### config.mk
export PLATFORM = sky130hd
export DESIGN_NAME = clock_monitor
export DESIGN_NICKNAME = d
export VERILOG_FILES = /design/src/rtl/clock_monitor.sv
export SDC_FILE = /design/constraint.sdc
export NUM_CORES = 1
export LEC_CHECK = 0
export CAP_MARGIN = 20
export CORE_MARGIN = 4
export CORE_UTILIZATION = 51
export DETAILED_ROUTE_END_ITERATION = 7
export PLACE_DENSITY_LB_ADDON = 0.05
export SLEW_MARGIN = 25
export SYNTH_ARGS = -nofsm -noshare
export SYNTH_HDL_FRONTEND = slang
export SYNTH_SLANG_ARGS = --single-unit
### constraint.sdc
create_clock -name clk -period 2.95 [get_ports clk]
set_clock_uncertainty 0.05 [all_clocks]
set_input_delay 0.295 -clock clk [delete_from_list [all_inputs] [get_ports clk]]
set_output_delay 0.295 -clock clk [all_outputs]
set_load 0.01 [all_outputs]
### src/rtl/clock_monitor.sv
// -----------------------------------------------------------------------------
// clock_monitor
//
// Samples a divided clock (clock_in) in the clk domain through a three-flop
// synchronizer. It emits one-cycle rise/fall pulses, measures every
// half-period in clk cycles and checks each measurement against
// EXPECTED +/- TOL. It reports lock, a sticky frequency error and a stall.
//
// Ports
//   clk          in   system clock, all logic on its rising edge
//   reset        in   synchronous, active-low reset
//   clock_in     in   divided clock under test (asynchronous)
//   rise_pulse   out  one-cycle pulse per detected rising edge
//   fall_pulse   out  one-cycle pulse per detected falling edge
//   half_period  out  last measured edge-to-edge interval (CW bits)
//   period_valid out  one-cycle pulse when half_period updates
//   locked       out  LOCK_COUNT consecutive passing measurements seen
//   error        out  sticky: failing measurement or timeout while locked
//   stall        out  no edge seen for 2*EXPECTED or more cycles
//   dbg_state    out  current FSM state (0 idle, 1 track, 2 locked)
//
// Handshake: there is no backpressure. Every output pulse is a one-cycle
// qualifier; half_period is only meaningful in the cycle period_valid is high
// and holds its value otherwise.
// -----------------------------------------------------------------------------
module clock_monitor #(
   parameter int EXPECTED   = 6,
   parameter int TOL        = 1,
   parameter int LOCK_COUNT = 4,
   parameter int CW         = 32
) (
   input  logic          clk,
   input  logic          reset,
   input  logic          clock_in,
   output logic          rise_pulse,
   output logic          fall_pulse,
   output logic [CW-1:0] half_period,
   output logic          period_valid,
   output logic          locked,
   output logic          error,
   output logic          stall,
   output logic [1:0]    dbg_state
);

   typedef enum logic [1:0] {
      ST_IDLE   = 2'd0,
      ST_TRACK  = 2'd1,
      ST_LOCKED = 2'd2
   } state_t;

   localparam int GW = $clog2(LOCK_COUNT + 1);
   localparam logic [CW-1:0] C_LO        = CW'(EXPECTED - TOL);
   localparam logic [CW-1:0] C_HI        = CW'(EXPECTED + TOL);
   localparam logic [CW-1:0] C_STALL     = CW'(2 * EXPECTED);
   localparam logic [GW-1:0] C_LOCK_LAST = GW'(LOCK_COUNT - 1);

   logic          r_s1, r_s2, r_s3;
   logic [CW-1:0] r_cnt;
   state_t        r_state;
   logic [GW-1:0] r_good;
   logic          r_rise, r_fall;
   logic [CW-1:0] r_hp;
   logic          r_pv, r_locked, r_error, r_stall;

   logic          w_edge;
   logic [CW-1:0] w_cnt_inc;
   logic [CW-1:0] w_cnt_next;
   logic          w_pass;
   state_t        w_state_next;
   logic [GW-1:0] w_good_next;
   logic          w_locked_next, w_error_next, w_pv_next;
   logic [CW-1:0] w_hp_next;

   assign w_edge     = r_s2 ^ r_s3;
   // Saturating increment; doubles as the measurement m = cnt + 1 on an edge.
   assign w_cnt_inc  = (r_cnt == '1) ? r_cnt : r_cnt + 1'b1;
   assign w_cnt_next = w_edge ? '0 : w_cnt_inc;
   assign w_pass     = (w_cnt_inc >= C_LO) && (w_cnt_inc <= C_HI);

   always_comb begin
      w_state_next  = r_state;
      w_good_next   = r_good;
      w_locked_next = r_locked;
      w_error_next  = r_error;
      w_pv_next     = 1'b0;
      w_hp_next     = r_hp;
      case (r_state)
         ST_IDLE: begin
            // First interval after reset is partial, so it is not reported.
            if (w_edge) begin
               w_state_next = ST_TRACK;
               w_good_next  = '0;
            end
         end
         ST_TRACK: begin
            if (w_edge) begin
               w_pv_next = 1'b1;
               w_hp_next = w_cnt_inc;
               if (w_pass) begin
                  w_good_next = r_good + 1'b1;
                  if (r_good == C_LOCK_LAST) begin
                     w_state_next  = ST_LOCKED;
                     w_locked_next = 1'b1;
                  end
               end else begin
                  w_good_next = '0;
               end
            end
         end
         ST_LOCKED: begin
            if (w_edge) begin
               w_pv_next = 1'b1;
               w_hp_next = w_cnt_inc;
               if (!w_pass) begin
                  w_error_next  = 1'b1;
                  w_locked_next = 1'b0;
                  w_good_next   = '0;
                  w_state_next  = ST_TRACK;
               end
            end else if (r_cnt == C_HI) begin
               // No edge by the upper tolerance: clock has stopped or slowed.
               w_error_next  = 1'b1;
               w_locked_next = 1'b0;
               w_good_next   = '0;
               w_state_next  = ST_TRACK;
            end
         end
         default: begin
            w_state_next = ST_IDLE;
         end
      endcase
   end

   always_ff @(posedge clk) begin
      if (!reset) begin
         r_s1     <= 1'b0;
         r_s2     <= 1'b0;
         r_s3     <= 1'b0;
         r_cnt    <= '0;
         r_state  <= ST_IDLE;
         r_good   <= '0;
         r_rise   <= 1'b0;
         r_fall   <= 1'b0;
         r_hp     <= '0;
         r_pv     <= 1'b0;
         r_locked <= 1'b0;
         r_error  <= 1'b0;
         r_stall  <= 1'b0;
      end else begin
         r_s1     <= clock_in;
         r_s2     <= r_s1;
         r_s3     <= r_s2;
         r_cnt    <= w_cnt_next;
         r_state  <= w_state_next;
         r_good   <= w_good_next;
         r_rise   <= w_edge & r_s2;
         r_fall   <= w_edge & ~r_s2;
         r_hp     <= w_hp_next;
         r_pv     <= w_pv_next;
         r_locked <= w_locked_next;
         r_error  <= w_error_next;
         // Tracks the counter register, so it drops together with the clear.
         r_stall  <= (w_cnt_next >= C_STALL);
      end
   end

   assign rise_pulse   = r_rise;
   assign fall_pulse   = r_fall;
   assign half_period  = r_hp;
   assign period_valid = r_pv;
   assign locked       = r_locked;
   assign error        = r_error;
   assign stall        = r_stall;
   assign dbg_state    = r_state;

endmodule

Word level (Yosys, flattened, before mapping)
Index checks and enable logic that the tools add are counted.
{"block": "totals", "in_bits": 3, "reg_bits": 78, "output_inout_bits": 40}
{"block": "classes", "add_sub_neg": 2, "bitwise": 4, "magnitude_cmp": 3, "n_mux": 28, "eq_ne": 12, "reduce_logical": 12}
{"op": "$mux W32", "n": 2}
{"op": "$add A32 B1 Y32 const B", "n": 1}
{"op": "$eq A32 B3 Y1 const B", "n": 1}
{"op": "$eq A32 B32 Y1 const B", "n": 1}
{"op": "$ge A32 B3 Y1 const B", "n": 1}
{"op": "$ge A32 B4 Y1 const B", "n": 1}
{"op": "$le A32 B3 Y1 const B", "n": 1}
{"op": "$mux W3", "n": 6}
{"op": "$mux W2", "n": 7}
{"op": "$reduce_and A6 Y1", "n": 2}
{"op": "$mux W1", "n": 10}
{"op": "$ne A2 B2 Y1 const B", "n": 5}
{"op": "$pmux W3 S3", "n": 1}
{"op": "$ne A3 B3 Y1 const B", "n": 2}
{"op": "$pmux W2 S3", "n": 1}
{"op": "$reduce_and A5 Y1", "n": 1}
{"op": "$reduce_and A2 Y1", "n": 2}
{"op": "$reduce_bool A2 Y1", "n": 2}
{"op": "$add A3 B1 Y3 const B", "n": 1}
{"op": "$eq A3 B2 Y1 const B", "n": 1}
{"op": "$reduce_and A3 Y1", "n": 1}
{"op": "$reduce_bool A3 Y1", "n": 1}
{"op": "$and A1 B1 Y1", "n": 2}
{"op": "$eq A2 B1 Y1 const B", "n": 1}
{"op": "other kinds (7)", "n": 7}

Depth between registers and ports, before layout
{"block": "depth", "ltp_word": 7, "ltp_mapped": 12, "depth_no_buf": 10}

Least setup slack after synthesis
OpenSTA, ideal clock, no wires.
{"block": "synth_timing", "path_type": "register to register", "from": "register r_cnt[0]", "to": "register r_good[1]", "slack_ps": -50, "period_less_slack_ps": 3000, "t_arrival_ps": 2875, "stages_incl_launch_ff": 12, "t_required_ps": 2825, "n_path_buf": 1, "setup_ps": 75, "cell_sequence": "dfxtp_1 > ha_1 > and3_2 > nand3_4 > buf_6 > a2111oi_2 > o22ai_1 > or2_2 > nor4_4 > nand3_2 > or4_4 > o22ai_1"}
{"block": "synth_via", "elab_chain_cells": 7, "elab_cells_between_ends": 13, "cone_classes": "add/sub (1); order compare (2); eq/ne (4); mux (4); reduce/logical (2)"}
{"item": "from (decl)", "line": "58", "source": "logic [CW-1:0] r_cnt;"}
{"item": "from (signal assigned)", "line": "153", "source": "r_cnt <= w_cnt_next;"}
{"item": "$add A32 B1 Y32 or $eq A32 B32 Y1 (tied branches)", "line": "76", "source": "assign w_cnt_inc = (r_cnt == '1) ? r_cnt : r_cnt + 1'b1;"}
{"item": "$mux W32", "line": "76"}
{"item": "$ge A32 B3 Y1 or $le A32 B3 Y1 (tied branches)", "line": "78", "source": "assign w_pass = (w_cnt_inc >= C_LO) && (w_cnt_inc <= C_HI);"}
{"item": "$logic_and A1 B1 Y1", "line": "78"}
{"item": "$mux W3", "line": "99", "source": "if (w_pass) begin"}
{"item": "$mux W3", "line": "96", "source": "if (w_edge) begin"}
{"item": "$pmux W3 S3", "line": "87", "source": "case (r_state)"}
{"item": "to (signal assigned)", "line": "155", "source": "r_good <= w_good_next;"}
{"item": "to (decl)", "line": "60", "source": "logic [GW-1:0] r_good;"}
Parallel ways exist; a longest one is shown, timed or not. The select of a mux whose other input is x is not followed.
A chain may end at the register's enable or synchronous reset.

Worst setup path after layout
{"block": "layout_timing", "from": "register r_cnt[0]", "to": "register r_good[0]"}
Same word-level chain as after synthesis.

==> metrics.md <==
| Metric | Value |
|---|---|
| Status | `finished with violations` |
| Failing checks | `negative setup slack` |
| RSZ-0062 raised after global routing | `true` |
| Syn Area/Cell | `around 8.9 um^2` |
| Diodes inserted | `0` |
| Dominant synthesized flop cell | `dfxtp_1` |
| Routed WL | `14.2 mm` |
| IO Count | `43` |
| Max-cap violations | `0` |
| Post-synthesis compound-gate area fraction | `0.162` |
| CTS Sinks | `between 70 and 80` |
| Post-synthesis mux area share | `0.0148` |
| Reg2Reg Launch Point | `r_cnt[0]$_SDFF_PN0_` |
| Worst setup EP type | `flop` |
| DRC | `0` |
| Crit-path slowest cell | `or4_4` |
| P per Cell Area | `375 nW/um^2` |
| Die X | `98.3 um` |
| Slew headroom | `0.536` |
| Cell with the most instances after synthesis | `dfxtp_1` |
| H-tree levels | `3` |
| CTS tree | `built` |
| Largest net degree at the start of global routing | `40` |
| Fin worst setup slack | `-232 ps` |
| Crit-path cells | `ha_4, buf_4, and3_4, nand3_4, buf_4, nor4_1, xnor2_1, and4_4, and3_4, nand3_2, or4_4, mux2i_1` |
| Vias in the first global route | `4249` |
| Grt total ovfl | `0` |
| Synth Area in Adders | `0.0301` |
| Synthesized Nets | `480` |
| Vias | `4368` |
| Startpoint types | `flop` |
| Hold EP | `r_s2$_SDFF_PN0_` |
| Final Power | `about 2.4 mW` |
| Core ar. | `slightly below 8000 um^2` |
| Cell Rows | `32` |
| Nets | `about 650` |
| Chip height | `98.3 um` |
| RR Endpoint | `r_good[0]$_SDFFE_PN0P_` |
| VDD IR max | `approximately 0.30 mV` |
| Post-route ant nets | `0` |
| Synth unique cells | `68` |
| Share of total power in combinational logic | `0.196` |
| CTS Root Cell | `clkbuf_8` |
| Syn Inst Count | `467` |
| Drt wl/cell | `19.0 um` |
| GRT Util Overall | `0.276` |
| Post-Syn Area | `4160 um^2` |
| Largest family of logic cells by synthesized area | `simple AND/OR/NAND/NOR gates` |
| EDFF count, synth | `0` |
| Final min period | `3180 ps` |
| Via density | `between 5 and 6` |
| Finish-stage setup viols | `7` |
| Critical path type | `flop to flop` |
| WP buf/inv | `2` |
| Post-synth top cells | `78 x dfxtp_1, 62 x nand2_1, 43 x nor2_1` |
| Hold Crit Class | `flop to flop` |
| Post-CTS Hold Buffers | `0` |
| Utilization after layout | `0.806` |
| Slew Limit Fails | `0` |
| R2R Setup Slk | `-230 ps` |
| Family with the most delay on the worst path | `simple AND/OR/NAND/NOR gates` |
| Hold path cells | `1` |
| Synthesis Warnings | `0` |
| Worst EP required | `3180 ps` |
| HP Start | `r_s1$_SDFF_PN0_` |
| Starting Density | `0.532` |
| Clock power share | `0.313` |
| Crit-path max FO | `4` |
| Clock tree buffer depth | `2` |
| Port Buffers | `42` |
| Cell depth of the worst flop-to-flop path | `12` |
| Final hold viol count | `0` |
| Slew @ Worst Pin | `694 ps` |
| Start point of the critical path | `r_cnt[0]$_SDFF_PN0_` |
| Tcrit/Tclk final | `1.08` |
| Simple-gate share of the synthesized area | `0.301` |
| Reg power frac | `0.492` |
| Share of cells above drive strength 1 | `0.407` |
| Clock Latency Late Sink | `360 ps` |
| CP max stage delay | `between 500 and 600 ps` |
| Clk slew on worst S/H paths | `roughly 80 ps` |
| Layout fillers | `between 500 and 600` |
| Syn-to-layout area delta | `51.4%` |
| Critical Path AT | `3410 ps` |
| First-pass GRT wire length | `21.6 mm` |
| Initial antenna violation count | `0` |
| Switch Pwr | `just under 0.7 mW` |
| Sw frac | `0.290` |
| Cell-internal power | `1.67 mW` |
| Leading cell types by total area after synthesis | `dfxtp_1 38%, o211a_1 7.5%, nand2_1 5.6%` |
| DP Wirelength | `9.66 mm` |
| Pleak | `2.86 nW` |
| Post-synth ARST share | `0` |
| Detailed-router iteration count before antenna repair | `5` |
| DRT iter0 DRCs | `271` |
| Flops & latches, synth | `78` |
| GP Congestion | `1.02` |
| Yosys top cell by area | `dfxtp_1` |
| Die ar. | `9660 um^2` |
| Seq/Total Area, Yosys | `0.376` |
| Top cell type's share of synthesized area | `0.376` |
| Fmax achieved | `314 MHz` |
| Xor-xnor portion of the synthesized cell area | `0.0629` |
| CTS Buf Count | `9` |
-- worst register-to-register path, cell delays in order, from the launching register on --
cell     delay [ps]
dfxtp_2         370
ha_4            150
buf_4           130
and3_4          210
nand3_4          90
buf_4           160
nor4_1          320
xnor2_1         290
and4_4          330
and3_4          210
nand3_2          90
or4_4           530
mux2i_1         160
-- stage by stage --
step / setup slack, ps / setup TNS, ps / instance area, um^2 / hold WS [ps] / instances
final: -232 / -1120 / 6290 / 388 / 746
after global routing: -299 / -1660 / 6290 / 415 / 746
after CTS: -96.1 / -443 / 5850 / 390 / 718
after detailed placement: -256 / -1460 / 5380 / 377 / 684
after global placement: -150 / -893 / 5380 / 364 / 684
after floorplan: 1.38 / 0 / 4170 / 362 / 467
-- metal layers --
layer  share of wire  GRT usage
met3           0.054     0.0471
met1            0.43      0.348
met4           0.048      0.122
met2            0.47      0.462
met5               0          0
-- flip-flops by register name, summed over array words and instances (netlist names) --
signal	cells
period_valid	1
r_s2	1
dbg_state	2
r_s3	1
error	1
rise_pulse	1
r_s1	1
fall_pulse	1
r_cnt	32
r_good	3
locked	1
stall	1
half_period	32
-- final cells by class --
class	instances	area (um^2)	area share
Tap cell	102	128	0.0203
Inverter	12	45.0	0.00716
Clock buffer	10	138	0.0219
Sequential cell	78	1600	0.254
Multi-Input combinational cell	343	2710	0.431
Timing Repair Buffer	195	1630	0.259
Clock inverter	6	37.5	0.00597
-- power by group through the flow --
stage	clock network (mW)	registers, mW	logic [mW]
floorplan	0	1.21	0.200
global placement	0	1.18	0.408
detailed placement	0	1.18	0.420
CTS	0.738	1.16	0.432
global route	0.781	1.17	0.496
finish	0.737	1.16	0.461
-- repair_timing --
item	4_1_cts	5_1_grt
cloned	2	0
setup buffers	16	29
endpoints found under the setup margin	7	7
pin swaps	20	27
resized for setup	39	58
-- cell families after synthesis --
kind of cell	Yosys count
AO/OA/AOI/OAI	78
XOR/XNOR	29
adder cells (fa/ha/maj)	10
buffers and inverters	48
flip-flops	78
multiplexers	6
AND/OR/NAND/NOR	218
-- layout by cell type, fill, tap and decap left out, types with 4 or more instances in the layout --
master	count
o211a_1	31
dfxtp_1	57
nor2_1	42
xnor2_1	11
o21ai_0	4
or4_4	4
nand4_1	14
mux2i_1	5
buf_4	141
dfxtp_4	4
and3_1	6
nor3_1	5
o22ai_2	4
clkdlybuf4s50_1	42
buf_6	10
dfxtp_2	17
and3_4	4
ha_1	9
and2_1	12
nor4_1	9
nand2_1	61
nand3_2	5
xor2_1	15
nand3_1	9
clkbuf_8	10
or2_2	4
inv_1	12
-- worst max path at each step --
| stage | endpoint | slack, ps | depth (start not counted) |
|---|---|---|---|
| 3_5_place_dp | r_good[0]$_SDFFE_PN0P_ | -260 | 11 |
| 3_3_place_gp | r_good[1]$_SDFFE_PN0P_ | -150 | 10 |
| 2_1_floorplan | r_good[1]$_SDFFE_PN0P_ | 1 | 11 |
| 5_1_grt | r_good[0]$_SDFFE_PN0P_ | -300 | 12 |
| 4_1_cts | r_good[0]$_SDFFE_PN0P_ | -100 | 10 |
| 6_report | r_good[0]$_SDFFE_PN0P_ | -230 | 12 |
Power figures use the tool's default switching activity.
